[src/rtl/matmul_mac_seq.sv]
// Sequential signed matrix multiplier Z = X*Y with runtime M/N/K dims.
// One MAC per clock fed from 1-cycle-latency X/Y BRAMs; results written to a Z BRAM.
module matmul_mac_seq #(
    parameter int unsigned DATA_WIDTH = 32,
    parameter int unsigned DIM_WIDTH  = 4,
    parameter int unsigned ADDR_WIDTH = 2 * DIM_WIDTH,
    parameter int unsigned ACC_WIDTH  = 2 * DATA_WIDTH + DIM_WIDTH,
    parameter bit          SATURATE   = 1'b1
) (
    input  logic                  clk,
    input  logic                  rst,
    input  logic                  start,
    input  logic [DIM_WIDTH-1:0]  m_dim,
    input  logic [DIM_WIDTH-1:0]  n_dim,
    input  logic [DIM_WIDTH-1:0]  k_dim,
    output logic [ADDR_WIDTH-1:0] x_addr,
    output logic [ADDR_WIDTH-1:0] y_addr,
    input  logic [DATA_WIDTH-1:0] x_rd_data,
    input  logic [DATA_WIDTH-1:0] y_rd_data,
    output logic                  z_we,
    output logic [ADDR_WIDTH-1:0] z_addr,
    output logic [DATA_WIDTH-1:0] z_wdata,
    output logic                  busy,
    output logic                  done,
    output logic                  err
);

    localparam int unsigned PROD_WIDTH = 2 * DATA_WIDTH;

    localparam logic signed [ACC_WIDTH-1:0] SAT_MAX =
        {{(ACC_WIDTH-DATA_WIDTH+1){1'b0}}, {(DATA_WIDTH-1){1'b1}}};
    localparam logic signed [ACC_WIDTH-1:0] SAT_MIN =
        {{(ACC_WIDTH-DATA_WIDTH+1){1'b1}}, {(DATA_WIDTH-1){1'b0}}};
    localparam logic [DATA_WIDTH-1:0] D_MAX = {1'b0, {(DATA_WIDTH-1){1'b1}}};
    localparam logic [DATA_WIDTH-1:0] D_MIN = {1'b1, {(DATA_WIDTH-1){1'b0}}};

    typedef enum logic [1:0] {
        ST_IDLE  = 2'd0,
        ST_RUN   = 2'd1,
        ST_DRAIN = 2'd2,
        ST_FIN   = 2'd3
    } state_t;

    state_t state_q, state_d;

    logic [DIM_WIDTH-1:0]  m_q, m_d, n_q, n_d, k_q, k_d;
    logic                  zero_q, zero_d;
    logic [DIM_WIDTH-1:0]  i_q, i_d, j_q, j_d, p_q, p_d;
    logic [ADDR_WIDTH-1:0] e_q, e_d;
    logic [ADDR_WIDTH-1:0] x_addr_q, x_addr_d, y_addr_q, y_addr_d;
    logic                  s2_valid_q, s2_valid_d;
    logic                  s2_first_q, s2_first_d;
    logic                  s2_last_q, s2_last_d;
    logic [ADDR_WIDTH-1:0] s2_e_q, s2_e_d;
    logic signed [ACC_WIDTH-1:0] acc_q, acc_d;
    logic                  z_we_q, z_we_d;
    logic [ADDR_WIDTH-1:0] z_addr_q, z_addr_d;
    logic [DATA_WIDTH-1:0] z_wdata_q, z_wdata_d;
    logic                  busy_q, busy_d, done_q, done_d, err_q, err_d;

    logic                  dims_zero_c;
    logic                  p_last_c, j_last_c, i_last_c, last_term_c;
    logic                  final_wr_c;
    logic                  addr_upd_c;
    logic signed [PROD_WIDTH-1:0] prod_c;
    logic signed [ACC_WIDTH-1:0]  prod_ext_c;
    logic signed [ACC_WIDTH-1:0]  acc_sum_c;
    logic [DATA_WIDTH-1:0]        wb_c;

    assign dims_zero_c = (m_dim == '0) || (n_dim == '0) || (k_dim == '0);
    assign p_last_c    = (p_q == k_q - DIM_WIDTH'(1));
    assign j_last_c    = (j_q == n_q - DIM_WIDTH'(1));
    assign i_last_c    = (i_q == m_q - DIM_WIDTH'(1));
    assign last_term_c = p_last_c && j_last_c && i_last_c;
    // DRAIN is entered after the last issue; the last term's write is the final one
    assign final_wr_c  = s2_valid_q && s2_last_q;

    // Full-precision signed product, sign-extended into the accumulator domain
    assign prod_c     = PROD_WIDTH'($signed(x_rd_data)) * PROD_WIDTH'($signed(y_rd_data));
    assign prod_ext_c = ACC_WIDTH'(prod_c);
    assign acc_sum_c  = s2_first_q ? prod_ext_c : (acc_q + prod_ext_c);

    always_comb begin
        wb_c = DATA_WIDTH'(acc_sum_c);
        if (SATURATE) begin
            if (acc_sum_c > SAT_MAX) begin
                wb_c = D_MAX;
            end else if (acc_sum_c < SAT_MIN) begin
                wb_c = D_MIN;
            end
        end
    end

    // State register
    always_ff @(posedge clk) begin
        if (rst) begin
            state_q <= ST_IDLE;
        end else begin
            state_q <= state_d;
        end
    end

    // Next-state logic
    always_comb begin
        state_d = state_q;
        case (state_q)
            ST_IDLE: begin
                if (start) begin
                    state_d = dims_zero_c ? ST_FIN : ST_RUN;
                end
            end
            ST_RUN: begin
                if (last_term_c) begin
                    state_d = ST_DRAIN;
                end
            end
            ST_DRAIN: begin
                if (final_wr_c) begin
                    state_d = ST_FIN;
                end
            end
            ST_FIN:  state_d = ST_IDLE;
            default: state_d = ST_IDLE;
        endcase
    end

    // Output, counter and datapath next values
    always_comb begin
        m_d        = m_q;
        n_d        = n_q;
        k_d        = k_q;
        zero_d     = zero_q;
        i_d        = i_q;
        j_d        = j_q;
        p_d        = p_q;
        e_d        = e_q;
        x_addr_d   = x_addr_q;
        y_addr_d   = y_addr_q;
        addr_upd_c = 1'b0;
        s2_valid_d = 1'b0;
        s2_first_d = s2_first_q;
        s2_last_d  = s2_last_q;
        s2_e_d     = s2_e_q;
        acc_d      = acc_q;
        z_we_d     = 1'b0;
        z_addr_d   = z_addr_q;
        z_wdata_d  = z_wdata_q;
        busy_d     = (state_d != ST_IDLE);
        done_d     = 1'b0;
        err_d      = 1'b0;

        case (state_q)
            ST_IDLE: begin
                if (start) begin
                    m_d    = m_dim;
                    n_d    = n_dim;
                    k_d    = k_dim;
                    zero_d = dims_zero_c;
                    i_d    = '0;
                    j_d    = '0;
                    p_d    = '0;
                    e_d    = '0;
                    addr_upd_c = !dims_zero_c;
                end
            end
            ST_RUN: begin
                s2_valid_d = 1'b1;
                s2_first_d = (p_q == '0);
                s2_last_d  = p_last_c;
                s2_e_d     = e_q;
                if (!last_term_c) begin
                    addr_upd_c = 1'b1;
                    if (p_last_c) begin
                        p_d = '0;
                        e_d = e_q + ADDR_WIDTH'(1);
                        if (j_last_c) begin
                            j_d = '0;
                            i_d = i_q + DIM_WIDTH'(1);
                        end else begin
                            j_d = j_q + DIM_WIDTH'(1);
                        end
                    end else begin
                        p_d = p_q + DIM_WIDTH'(1);
                    end
                end
            end
            ST_FIN: begin
                done_d = 1'b1;
                err_d  = zero_q;
            end
            default: ;
        endcase

        // Address uses the latched dims of the next issued term
        if (addr_upd_c) begin
            x_addr_d = ADDR_WIDTH'(i_d) * ADDR_WIDTH'(k_d) + ADDR_WIDTH'(p_d);
            y_addr_d = ADDR_WIDTH'(p_d) * ADDR_WIDTH'(n_d) + ADDR_WIDTH'(j_d);
        end

        // MAC stage aligned with returning BRAM data
        if (s2_valid_q) begin
            acc_d = acc_sum_c;
            if (s2_last_q) begin
                z_we_d    = 1'b1;
                z_addr_d  = s2_e_q;
                z_wdata_d = wb_c;
            end
        end
    end

    // Datapath and output registers
    always_ff @(posedge clk) begin
        if (rst) begin
            m_q        <= '0;
            n_q        <= '0;
            k_q        <= '0;
            zero_q     <= 1'b0;
            i_q        <= '0;
            j_q        <= '0;
            p_q        <= '0;
            e_q        <= '0;
            x_addr_q   <= '0;
            y_addr_q   <= '0;
            s2_valid_q <= 1'b0;
            s2_first_q <= 1'b0;
            s2_last_q  <= 1'b0;
            s2_e_q     <= '0;
            acc_q      <= '0;
            z_we_q     <= 1'b0;
            z_addr_q   <= '0;
            z_wdata_q  <= '0;
            busy_q     <= 1'b0;
            done_q     <= 1'b0;
            err_q      <= 1'b0;
        end else begin
            m_q        <= m_d;
            n_q        <= n_d;
            k_q        <= k_d;
            zero_q     <= zero_d;
            i_q        <= i_d;
            j_q        <= j_d;
            p_q        <= p_d;
            e_q        <= e_d;
            x_addr_q   <= x_addr_d;
            y_addr_q   <= y_addr_d;
            s2_valid_q <= s2_valid_d;
            s2_first_q <= s2_first_d;
            s2_last_q  <= s2_last_d;
            s2_e_q     <= s2_e_d;
            acc_q      <= acc_d;
            z_we_q     <= z_we_d;
            z_addr_q   <= z_addr_d;
            z_wdata_q  <= z_wdata_d;
            busy_q     <= busy_d;
            done_q     <= done_d;
            err_q      <= err_d;
        end
    end

    assign x_addr  = x_addr_q;
    assign y_addr  = y_addr_q;
    assign z_we    = z_we_q;
    assign z_addr  = z_addr_q;
    assign z_wdata = z_wdata_q;
    assign busy    = busy_q;
    assign done    = done_q;
    assign err     = err_q;

endmodule

[config.mk]
export PLATFORM = sky130hd
export DESIGN_NAME = matmul_mac_seq
export DESIGN_NICKNAME = d
export VERILOG_FILES = /design/src/rtl/matmul_mac_seq.sv
export SDC_FILE = /design/constraint.sdc
export NUM_CORES = 2
export LEC_CHECK = 0
export BUFFER_PORTS_ARGS = -buffer_cell sky130_fd_sc_hd__buf_2
export CORE_AREA = 2 2 306 308
export DETAILED_ROUTE_END_ITERATION = 10
export DIE_AREA = 0 0 308 310
export HOLD_SLACK_MARGIN = 0.12
export PLACE_DENSITY = 0.71
export SLEW_MARGIN = 20
export SYNTH_ARGS = -nofsm -noshare
export SYNTH_HDL_FRONTEND = slang
export SYNTH_SLANG_ARGS = --single-unit
[constraint.sdc]
create_clock -name clk -period 29 [get_ports clk]
set_clock_uncertainty 0.1 [all_clocks]
set_input_delay 0 -clock clk [delete_from_list [all_inputs] [get_ports clk]]
set_output_delay 0 -clock clk [all_outputs]
set_load 0.01 [all_outputs]
==> impl_metrics.csv <==
group,metric,value,unit
clock_tree,cts-buffers-inserted,17,
clock_tree,clk_latency,0.46,ns
yosys,avgSynthCellArea,8.727,sq um
clock_tree,ctsResizeCount,0,
worst_setup_path,critPathKind,"in -> reg",
clock_tree,htreeDepth,4,
grt,grt_overflow,0,
timing,period_minus_slack,13.07,ns
yosys,async_reset_ff_frac,0,
worst_setup_path,crit_path_start,"y_rd_data[2]",
layout,multi_input_area,41770,sq um
floorplanning,die_area,95480,sq um
worst_setup_path,cp_common_cell,"fa_1",
route,finalWirelength,131300,microns
yosys,synth_edf_count,0,
timing,finalSetupViolCount,0,
floorplanning,initial_core_util,0.5454,
timing,final_hold_viol_count,0,
yosys,syn_area,50440,sq um
floorplanning,die_x,308,microns
clock_tree,clockBufferDepth,2,
timing,timing.fmax,76.53,MHz
floorplanning,chipHeight,310,microns
run_status,status,"completed",
placed_design,pre_cts_ws,15.67,ns
timing,rsz0062_at_grt,"no",
route,wire_per_inst,19.13,microns
layout,nFillCells,8311,
worst_setup_path,endpoint,"z_wdata[13]$_SDFFE_PP0P_",
route,highest_layer,"met4",
route,postRouteAntennaNets,0,
placed_design,gp_congestion,0.9847,
route,drt-met1-wl,55890,microns
grt,antenna_found_initial,2,
placed_design,dp_hpwl,108100,microns
worst_setup_path,slowest_delay,0.94,ns
clock_tree,clk_pin_slew,0.07,ns
layout,regArea,3491,sq um
placed_design,io_buffer_count,138,
worst_setup_path,r2r_start,"n_q[0]$_SDFF_PP0_",
yosys,ys_ff_latch,174,
worst_setup_path,cp_top_family,"adder cells",
timing,min_period_over_period,0.4506,
yosys,yosysWarnings,0,
route,dr_wl_met2,64080,microns
timing,worst_pin_slew,1.190,ns
worst_setup_path,crit_cells,37,
yosys,yosys.cell_types.count,96,
worst_setup_path,startpoint_type,"input port",
clock_tree,cts_tree,"yes",
route,route.detailed.drc,0,
yosys,synth-seq-area-share,0.06905,
worst_setup_path,end_kind,"register",
worst_setup_path,path_buf_inv,6,
min_path,min_path_type,"in -> reg",
timing,slew_headroom,0.1859,
timing,drv_slew,0,
yosys,synth_flop_cell,"dfxtp_1",
worst_setup_path,regToRegSetupSlack,22.87,ns
grt,grt_pass1_wl,218500,microns
worst_setup_path,worstRegToRegCells,23,
grt,grt_pass1_vias,41110,
route,dr_wl_met3,8252,microns
worst_setup_path,path_max_fanout,32,
timing,layout_setup_ws,15.93,ns
layout,drive_gt1_frac,0.04413,
timing,holdWs,0.2872,ns
route,num_vias,39340,
clock_tree,cts.sinks,174,
layout,final_cell_mix,"1097 x fa_1, 1037 x inv_1, 708 x nand2_1",
layout,syn2layout_area_growth,3.872,%
floorplanning,num_rows,112,
worst_setup_path,worst_ep_required_time,29.29,ns
yosys,syn_nets,7250,
grt,grt_usage,0.2854,
layout,final_common_cell,"fa_1",
layout,nNetsFinal,7122,
clock_tree,cts_root_buffer,"clkbuf_16",
yosys,netlist_instances,5780,
worst_setup_path,arrival,13.36,ns
floorplanning,coreArea,92490,sq um
timing,final.setup.tns,0,ns
grt,grt_max_degree,77,
floorplanning,pin_count,139,
route,routed_via_density,5.731,
route,first_iter_violations,2877,
clock_tree,post_cts_buffers,0,
worst_setup_path,slowest_stage,"fa_1",
worst_setup_path,reg2reg_to,"x_addr[7]$_SDFFE_PP0P_",
flow_run,drv_cap,0,
route,first_pass_iters,6,
==> registers in the layout, summed over array words and instances, names as in the netlist <==
register / cells
acc_q: 68
z_wdata: 32
e_q: 8
s2_e_q: 8
x_addr: 8
y_addr: 8
z_addr: 8
i_q: 4
j_q: 4
k_q: 4
m_q: 4
n_q: 4
p_q: 4
state_q: 2
busy: 1
done: 1
err: 1
s2_first_q: 1
s2_last_q: 1
s2_valid_q: 1
z_we: 1
zero_q: 1
==> per-stage QoR <==
stage | instance area [sq um] | util | std cells
final | 52400 | 0.5665 | 6864
after global routing | 52390 | 0.5665 | 6862
after CTS | 52380 | 0.5664 | 6862
after detailed placement | 51440 | 0.5562 | 6799
after global placement | 51440 | 0.5562 | 6799
after floorplan | 50440 | - | 5780
==> cells in the mapped netlist (9+ instances only) <==
cell type  number  area, sq um
and3_1         18        112.6
nor2b_1        15        93.84
nand4_1        63        394.1
a31oi_1        18        112.6
dfxtp_1       174         3483
inv_1        1038         3896
a22o_1         30        262.8
xnor2_1       100        875.8
o21bai_1       19        142.6
mux2i_1        45        450.4
nor4_1         21        131.4
or2_2          24        150.1
a21o_1         51        382.9
and2_1        554         3466
buf_1          14        52.55
nand2b_1       47        294.0
nand3_1        44        220.2
a211oi_1       60        450.4
clkbuf_1      287         1077
nor2_1        314         1179
xor2_1         52        455.4
fa_1         1097        21960
o31ai_1        13        97.59
o211ai_1       13        97.59
o21a_1         36        270.3
nor3_1         52        260.3
buf_2          19        95.09
o21ai_0       129        645.6
ha_1          294         3679
a21oi_1       233         1166
nand2_1       708         2658
and4_1          9        78.83
==> kinds of logic (layout without fill, tap and decap cells) <==
group | Yosys count | count (layout) | synth area share
buf+inv | 1368 | 1253 | 0.1032
other cells | 0 | 2 | 0
flops | 174 | 174 | 0.06905
xor+xnor | 153 | 153 | 0.02671
simple gates | 1913 | 1913 | 0.1860
compound gates | 734 | 734 | 0.09735
mux | 47 | 47 | 0.009376
fa+ha+maj | 1391 | 1391 | 0.5083
==> worst register-to-register path, stage by stage (launching register included) <==
cell and delay [ns]:
dfxtp_1 0.39, inv_1 0.06, ha_1 0.30, xnor2_1 0.13, nor4_1 0.67, nand2_1 0.11, nor2_1 0.41, nand2_1 0.17
and3_1 0.20, a31oi_1 0.36, or2_2 0.21, fa_1 0.44, fa_1 0.52, fa_1 0.51, inv_1 0.04, ha_1 0.32
a21o_1 0.17, a21oi_1 0.21, o21bai_1 0.10, a21oi_1 0.18, xnor2_1 0.14, nor2_1 0.05, a21oi_1 0.14, nor2_1 0.05
==> what timing repair did <==
action,4_1_cts,5_1_grt
hold buffers,31,0
endpoints found under the setup margin,0,0
endpoints found under the hold margin,61,0
==> cell type report <==
| cell class | instances | area share |
|---|---|---|
| antenna | 2 | 0.00009552 |
| clock buffer | 20 | 0.008907 |
| clock inverter | 12 | 0.003176 |
| inverter | 1039 | 0.07443 |
| multi-input combinational | 4238 | 0.7972 |
| sequential | 174 | 0.06662 |
| tap | 1197 | 0.02858 |
| timing repair buffer | 182 | 0.02101 |
==> how the worst min path moves through the flow <==
stage,from,to,slack [ns],cells after the start
floorplan,rst,z_we$_SDFF_PP0_,-0.02,1
global placement,m_dim[2],m_q[2]$_SDFFE_PP0P_,0.16,3
detailed placement,m_dim[2],m_q[2]$_SDFFE_PP0P_,0.16,3
CTS,y_rd_data[0],acc_q[0]$_SDFFE_PP0P_,0.26,4
global route,y_rd_data[0],acc_q[0]$_SDFFE_PP0P_,0.30,4
finish,y_rd_data[0],acc_q[0]$_SDFFE_PP0P_,0.29,4
==> routing by layer <==
layer	global-route usage	vias up
met3	0.03276	242
met5	0	-
met4	0.06863	0
met1	0.3911	20100
li1	-	17580
met2	0.4868	1415
Power is left out: the tool's default activity adds up to more than one toggle a clock period on the data nets, which glitch-free logic cannot reach.
